[config.mk]
export PLATFORM = sky130hd
export DESIGN_NAME = ram_port_arbiter_flat
export DESIGN_NICKNAME = d
export VERILOG_FILES = /design/src/rtl/ram_port_arbiter_if.sv /design/src/rtl/ram_port_arbiter.sv /design/src/flat_wrapper.sv
export SDC_FILE = /design/constraint.sdc
export NUM_CORES = 1
export LEC_CHECK = 0
export ABC_CLOCK_PERIOD_IN_PS = 2000
export CAP_MARGIN = 20
export CORE_AREA = 2 2 90 92
export CTS_BUF_LIST = sky130_fd_sc_hd__clkbuf_4 sky130_fd_sc_hd__clkbuf_8
export DETAILED_ROUTE_END_ITERATION = 8
export DIE_AREA = 0 0 92 94
export GPL_ROUTABILITY_DRIVEN = 0
export PLACE_DENSITY = 0.68
export SLEW_MARGIN = 10
export SYNTH_ARGS = -nofsm -noshare
export SYNTH_HDL_FRONTEND = slang
export SYNTH_SLANG_ARGS = --single-unit
export TNS_END_PERCENT = 20
[constraint.sdc]
create_clock -name clk_i -period 2 [get_ports clk_i]
set_input_delay 0.3 -clock clk_i [delete_from_list [all_inputs] [get_ports clk_i]]
set_output_delay 0.3 -clock clk_i [all_outputs]
set_load 0.02 [all_outputs]
[src/rtl/ram_port_arbiter_if.sv]
`default_nettype none
// ============================================================================
// Module : ram_port_arbiter_if
// Brief  : Requester-side and RAM-side signal bundle for ram_port_arbiter.
// Rev    : 1.0 - initial release
// ============================================================================
interface ram_port_arbiter_if #(
   parameter int NUM_REQ    = 2,
   parameter int ADDR_WIDTH = 16,
   parameter int DATA_WIDTH = 32,
   parameter int BYTE_WIDTH = 8
);
   localparam int c_BE_W = DATA_WIDTH / BYTE_WIDTH;

   logic [NUM_REQ-1:0]            req_valid_i;
   logic [NUM_REQ-1:0]            req_ready_o;
   logic [NUM_REQ-1:0]            req_lock_i;
   logic [NUM_REQ-1:0]            req_we_i;
   logic [NUM_REQ*ADDR_WIDTH-1:0] req_addr_i;
   logic [NUM_REQ*DATA_WIDTH-1:0] req_wdata_i;
   logic [NUM_REQ*c_BE_W-1:0]     req_be_i;
   logic [NUM_REQ-1:0]            rsp_valid_o;
   logic [DATA_WIDTH-1:0]         rsp_rdata_o;
   logic [ADDR_WIDTH-1:0]         ram_addr_o;
   logic [DATA_WIDTH-1:0]         ram_wdata_o;
   logic [c_BE_W-1:0]             ram_we_o;
   logic [DATA_WIDTH-1:0]         ram_rdata_i;

   // Arbiter side
   modport slave (
      input  req_valid_i, req_lock_i, req_we_i, req_addr_i, req_wdata_i, req_be_i,
      input  ram_rdata_i,
      output req_ready_o, rsp_valid_o, rsp_rdata_o,
      output ram_addr_o, ram_wdata_o, ram_we_o
   );

   // Requesters plus RAM (environment side)
   modport master (
      output req_valid_i, req_lock_i, req_we_i, req_addr_i, req_wdata_i, req_be_i,
      output ram_rdata_i,
      input  req_ready_o, rsp_valid_o, rsp_rdata_o,
      input  ram_addr_o, ram_wdata_o, ram_we_o
   );
endinterface
`default_nettype wire

[src/rtl/ram_port_arbiter.sv]
`default_nettype none
// ============================================================================
// Module : ram_port_arbiter
// Brief  : Round-robin arbiter with burst lock sharing one single-port RAM.
// Rev    : 1.0 - initial release
// ============================================================================
module ram_port_arbiter #(
   parameter int NUM_REQ    = 2,
   parameter int ADDR_WIDTH = 16,
   parameter int DATA_WIDTH = 32,
   parameter int BYTE_WIDTH = 8
) (
   input  wire logic             clk_i,
   input  wire logic             rst_i,
   ram_port_arbiter_if.slave     io_bus
);
   localparam int c_BE_W  = DATA_WIDTH / BYTE_WIDTH;
   localparam int c_PTR_W = (NUM_REQ > 1) ? $clog2(NUM_REQ) : 1;

   typedef enum logic [0:0] {
      ST_ARB  = 1'b0,
      ST_LOCK = 1'b1
   } state_t;

   state_t               r_state;
   state_t               w_state_nxt;
   logic [c_PTR_W-1:0]   r_rr_ptr;
   logic [c_PTR_W-1:0]   w_rr_ptr_nxt;
   logic [c_PTR_W-1:0]   r_owner;
   logic [c_PTR_W-1:0]   w_owner_nxt;
   logic [NUM_REQ-1:0]   r_rsp_valid;
   logic                 r_rsp_read;

   logic                 w_gnt_vld;
   logic [c_PTR_W-1:0]   w_gnt_idx;
   logic [NUM_REQ-1:0]   w_gnt_oh;
   logic                 w_acc_we;
   logic                 w_acc_lock;

   logic [ADDR_WIDTH-1:0] w_addr_arr  [NUM_REQ];
   logic [DATA_WIDTH-1:0] w_wdata_arr [NUM_REQ];
   logic [c_BE_W-1:0]     w_be_arr    [NUM_REQ];

   generate
      for (genvar g = 0; g < NUM_REQ; g++) begin : g_unpack
         assign w_addr_arr[g]  = io_bus.req_addr_i[g*ADDR_WIDTH +: ADDR_WIDTH];
         assign w_wdata_arr[g] = io_bus.req_wdata_i[g*DATA_WIDTH +: DATA_WIDTH];
         assign w_be_arr[g]    = io_bus.req_be_i[g*c_BE_W +: c_BE_W];
      end
   endgenerate

   // Grant selection: owner only while locked, otherwise first valid from rr_ptr.
   always_comb begin
      logic [c_PTR_W-1:0] v_cand;
      v_cand    = '0;
      w_gnt_vld = 1'b0;
      w_gnt_idx = '0;
      if (!rst_i) begin
         if (r_state == ST_LOCK) begin
            if (io_bus.req_valid_i[r_owner]) begin
               w_gnt_vld = 1'b1;
               w_gnt_idx = r_owner;
            end
         end else begin
            for (int i = 0; i < NUM_REQ; i++) begin
               v_cand = c_PTR_W'((int'(r_rr_ptr) + i) % NUM_REQ);
               if (!w_gnt_vld && io_bus.req_valid_i[v_cand]) begin
                  w_gnt_vld = 1'b1;
                  w_gnt_idx = v_cand;
               end
            end
         end
      end
   end

   assign w_gnt_oh   = w_gnt_vld ? (NUM_REQ'(1) << w_gnt_idx) : '0;
   assign w_acc_we   = w_gnt_vld & io_bus.req_we_i[w_gnt_idx];
   assign w_acc_lock = w_gnt_vld & io_bus.req_lock_i[w_gnt_idx];

   assign io_bus.req_ready_o = w_gnt_oh;
   assign io_bus.ram_addr_o  = w_gnt_vld ? w_addr_arr[w_gnt_idx]  : '0;
   assign io_bus.ram_wdata_o = w_gnt_vld ? w_wdata_arr[w_gnt_idx] : '0;
   assign io_bus.ram_we_o    = w_acc_we  ? w_be_arr[w_gnt_idx]    : '0;

   always_comb begin
      w_state_nxt  = r_state;
      w_rr_ptr_nxt = r_rr_ptr;
      w_owner_nxt  = r_owner;
      case (r_state)
         ST_ARB: begin
            if (w_gnt_vld) begin
               w_rr_ptr_nxt = (w_gnt_idx == c_PTR_W'(NUM_REQ - 1)) ? '0 : w_gnt_idx + 1'b1;
               if (w_acc_lock) begin
                  w_state_nxt = ST_LOCK;
                  w_owner_nxt = w_gnt_idx;
               end
            end
         end
         ST_LOCK: begin
            // Release only on an accepted owner beat that drops lock.
            if (w_gnt_vld && !w_acc_lock) begin
               w_state_nxt = ST_ARB;
            end
         end
         default: begin
            w_state_nxt = ST_ARB;
         end
      endcase
   end

   always_ff @(posedge clk_i) begin
      if (rst_i) begin
         r_state     <= ST_ARB;
         r_rr_ptr    <= '0;
         r_owner     <= '0;
         r_rsp_valid <= '0;
         r_rsp_read  <= 1'b0;
      end else begin
         r_state     <= w_state_nxt;
         r_rr_ptr    <= w_rr_ptr_nxt;
         r_owner     <= w_owner_nxt;
         r_rsp_valid <= w_gnt_oh;
         r_rsp_read  <= w_gnt_vld & ~w_acc_we;
      end
   end

   // A response still in flight when reset arrives is dropped.
   assign io_bus.rsp_valid_o = rst_i ? '0 : r_rsp_valid;
   assign io_bus.rsp_rdata_o = (r_rsp_read && !rst_i) ? io_bus.ram_rdata_i : '0;

endmodule
`default_nettype wire

[src/flat_wrapper.sv]
// flat-port wrapper written by rule: the top's interface ports become plain ports
module ram_port_arbiter_flat 
#(
   parameter int NUM_REQ    = 2,
   parameter int ADDR_WIDTH = 16,
   parameter int DATA_WIDTH = 32,
   parameter int BYTE_WIDTH = 8
)
  (clk_i, rst_i, io_bus_req_valid_i, io_bus_req_lock_i, io_bus_req_we_i, io_bus_req_addr_i, io_bus_req_wdata_i, io_bus_req_be_i, io_bus_ram_rdata_i, io_bus_req_ready_o, io_bus_rsp_valid_o, io_bus_rsp_rdata_o, io_bus_ram_addr_o, io_bus_ram_wdata_o, io_bus_ram_we_o);
  ram_port_arbiter_if #(.NUM_REQ(NUM_REQ), .ADDR_WIDTH(ADDR_WIDTH), .DATA_WIDTH(DATA_WIDTH), .BYTE_WIDTH(BYTE_WIDTH)) io_bus_i ();
  input  wire logic clk_i;
  input  wire logic rst_i;
  input wire logic [$bits(io_bus_i.req_valid_i)-1:0] io_bus_req_valid_i;
  input wire logic [$bits(io_bus_i.req_lock_i)-1:0] io_bus_req_lock_i;
  input wire logic [$bits(io_bus_i.req_we_i)-1:0] io_bus_req_we_i;
  input wire logic [$bits(io_bus_i.req_addr_i)-1:0] io_bus_req_addr_i;
  input wire logic [$bits(io_bus_i.req_wdata_i)-1:0] io_bus_req_wdata_i;
  input wire logic [$bits(io_bus_i.req_be_i)-1:0] io_bus_req_be_i;
  input wire logic [$bits(io_bus_i.ram_rdata_i)-1:0] io_bus_ram_rdata_i;
  output wire logic [$bits(io_bus_i.req_ready_o)-1:0] io_bus_req_ready_o;
  output wire logic [$bits(io_bus_i.rsp_valid_o)-1:0] io_bus_rsp_valid_o;
  output wire logic [$bits(io_bus_i.rsp_rdata_o)-1:0] io_bus_rsp_rdata_o;
  output wire logic [$bits(io_bus_i.ram_addr_o)-1:0] io_bus_ram_addr_o;
  output wire logic [$bits(io_bus_i.ram_wdata_o)-1:0] io_bus_ram_wdata_o;
  output wire logic [$bits(io_bus_i.ram_we_o)-1:0] io_bus_ram_we_o;
  assign io_bus_i.req_valid_i = io_bus_req_valid_i;
  assign io_bus_i.req_lock_i = io_bus_req_lock_i;
  assign io_bus_i.req_we_i = io_bus_req_we_i;
  assign io_bus_i.req_addr_i = io_bus_req_addr_i;
  assign io_bus_i.req_wdata_i = io_bus_req_wdata_i;
  assign io_bus_i.req_be_i = io_bus_req_be_i;
  assign io_bus_i.ram_rdata_i = io_bus_ram_rdata_i;
  assign io_bus_req_ready_o = io_bus_i.req_ready_o;
  assign io_bus_rsp_valid_o = io_bus_i.rsp_valid_o;
  assign io_bus_rsp_rdata_o = io_bus_i.rsp_rdata_o;
  assign io_bus_ram_addr_o = io_bus_i.ram_addr_o;
  assign io_bus_ram_wdata_o = io_bus_i.ram_wdata_o;
  assign io_bus_ram_we_o = io_bus_i.ram_we_o;
  ram_port_arbiter #(.NUM_REQ(NUM_REQ), .ADDR_WIDTH(ADDR_WIDTH), .DATA_WIDTH(DATA_WIDTH), .BYTE_WIDTH(BYTE_WIDTH)) u_core (.clk_i(clk_i), .rst_i(rst_i), .io_bus(io_bus_i));
endmodule
==> results by group <==
Routing
  – Vias per inst: 4.18
  – Routed WL: 7.42 mm
  – Initial drt markers: 57
  – Via count: 2410
  – Routed length per placed instance: 12.9 um
  – DRT antenna net count: 0
  – Residual DRC: 0
  – Drt first pass iters: 5

Clocking
  – Clock net sink count: 6
  – Root Buffer: clkbuf_8
  – H-Tree Depth: 1
  – Clock slew at reported path FFs: 0.04 ns
  – Worst-Skew Late Latency: 0.22 ns
  – Number of buffers inserted by hold repair at cts: 0
  – Clock Tree Buf Depth: 2
  – CTS Buf Count: 3
  – CTS tree: done

Global routing
  – First-pass GRT wire length: 11.2 mm
  – Met3 GRT Util: 4.90%
  – Met2 GRT Util: 29.9%
  – Grt ovf: 0
  – Largest net degree at the start of global routing: 33
  – Initial antenna violation count: 0
  – GR met1 Demand/Resource: 16.8%
  – GRT busiest layer: met2
  – Via count of the first global-routing pass: 2346
  – GRT Resource Usage Total: 16.1%

Outcome
  – Status: finished with violations
  – Failing checks: setup timing

Die
  – # rows: 32
  – # IOs: 232
  – Die Width: 92 um
  – Initial Util: 16.4%
  – DIE AREA: 8650 um2
  – Die Y: 94 um
  – Core area: 7610 um2

Placement
  – Dpl cell area: 3770 um2
  – Dpl hpwl: 5.88 mm
  – PortBufs: 231

Synth
  – Register bit total from synthesis: 6
  – Syn Area/Cell: 5.29 um2
  – Seq/Total Area, Yosys: 9.62%
  – Mapped Cells: 236
  – Post-Syn Area: 1250 um2
  – Yosys cell types: 23
  – Yosys warns: 0
  – Post-Syn Nets: 380

STA
  – Setup TNS: -1.40 ns
  – Clk_skew: 0.00242 ns
  – Fmax achieved: 475 MHz
  – WHS: 0.505 ns
  – Max Slew Vio Count: 0
  – Final hold violation count: 0
  – RSZ-0062 raised after global routing: true
  – Setup WS post-layout: -0.104 ns
  – # setup viols final: 30
  – Least-Margin Pin Slew: 0.243 ns
  – Slew HR: 83.4%
  – Final worst path period share: 105%
  – Min Clock Period, post-route: 2.10 ns

Cells and area
  – Area occupied by multi-input gates: 1100 um2
  – Antenna diode count: 0
  – FILL cells: 756
  – Commonest non-fill, non-tap cell in the layout: clkdlybuf4s50_1
  – Nets: 620
  – Layout area overhead: 212%
  – Highest-count cells in the layout ignoring fill and taps: 142 x clkdlybuf4s50_1, 97 x nand2_1, 56 x buf_4
  – Post-layout util: 51.2%
  – Sequential Area: 120 um2
  – Fraction of layout cells with a size suffix above 1: 21.3%
  – Final instance area: 3890 um2

Power and ir drop
  – Pwr Density: 323 nW/um2
  – Total power: 1.26 mW
  – Peak VDD IR: 0.163 mV
  – Pleak: 1.82 nW

Critical path
  – CP required: 1.70 ns
  – Worst setup SP type: register
  – Critical path type: register to output port
  – Kind of end point of the critical path: output port
  – Worst EP arrival: 1.80 ns
  – Crit-path max FO: 6

Run
  – Max_cap viols: 0

Worst hold path
  – Min-delay worst type: register to register
==> cell usage after synthesis <==
cell type	instances	area, um2
buf_4	5	37.5
buf_6	1	11.3
buf_2	1	5.00
nor2_1	4	15.0
nor3_1	4	20.0
nand3_1	1	5.00
o21ai_0	48	240
dfxtp_1	6	120
inv_1	2	7.51
nand2b_1	1	6.26
nand2_1	98	368
a31oi_1	1	6.26
o21bai_1	1	7.51
nor2b_1	4	25.0
or3b_1	2	17.5
and2_1	32	200
mux2i_1	6	60.1
clkbuf_1	13	48.8
a211oi_1	2	15.0
a21o_1	1	7.51
inv_2	1	3.75
nand4b_2	1	15.0
and3_1	1	6.26
==> kinds of logic after synthesis <==
group / share of synthesized area [%]
AO/OA/AOI/OAI: 22.1
flip-flops: 9.62
multiplexers: 4.81
buffers and inverters: 9.12
AND/OR/NAND/NOR: 54.3
==> report_power, final <==
group	switching, mW	total, mW	internal (mW)
registers	0.00288	0.132	0.129
clock network	0.0497	0.179	0.129
logic	0.407	0.946	0.538
total	0.460	1.26	0.796
==> area by class of cell <==
type                            count  area share [%]
Tap cell                          102            3.28
Sequential cell                     6            3.09
Multi-Input combinational cell    207            28.2
Timing Repair Buffer              255            64.1
Clock buffer                        3            1.06
Inverter                            3           0.289
==> timing repair <==
action / CTS / global route
setup endpoints to repair: 87 / 54
gates resized for setup: 430 / 23
gates cloned: 2 / 0
hold endpoints to repair: 0 / 0
setup buffers: 8 / 3
pin swaps: 4 / 4
==> worst paths after layout <==
path,from,end,slack (ns),cells after the start
min reg2reg,u_core.r_rr_ptr$_SDFFE_PP0P_,u_core.r_rr_ptr$_SDFFE_PP0P_,0.51,2
min,u_core.r_rr_ptr$_SDFFE_PP0P_,u_core.r_rr_ptr$_SDFFE_PP0P_,0.51,2
max,register,io_bus_ram_we_o[1],-0.10,7
max reg2reg,register,register,0.08,8
==> worst max-delay path, stage by stage, from the launching register on <==
cell and delay, ns:
dfxtp_1 0.30, or3b_4 0.40, nand4b_4 0.12, buf_12 0.12, buf_6 0.10, mux2i_4 0.29, nor3_2 0.08, buf_4 0.16
==> through the flow <==
step / instances / setup slack, ns
2_1_floorplan: 236 / 0.0370
3_5_place_dp: 564 / -0.862
4_1_cts: 577 / -0.114
3_3_place_gp: 564 / -0.812
5_1_grt: 576 / -0.170
6_report: 576 / -0.104
==> layer usage <==
metal  vias up  wire [um]
li1       1239          -
met5         -          0
met3        12        669
met1      1035       2810
met4         0        189
met2       124       3760
Note: power is estimated with default switching activity, not from simulation.
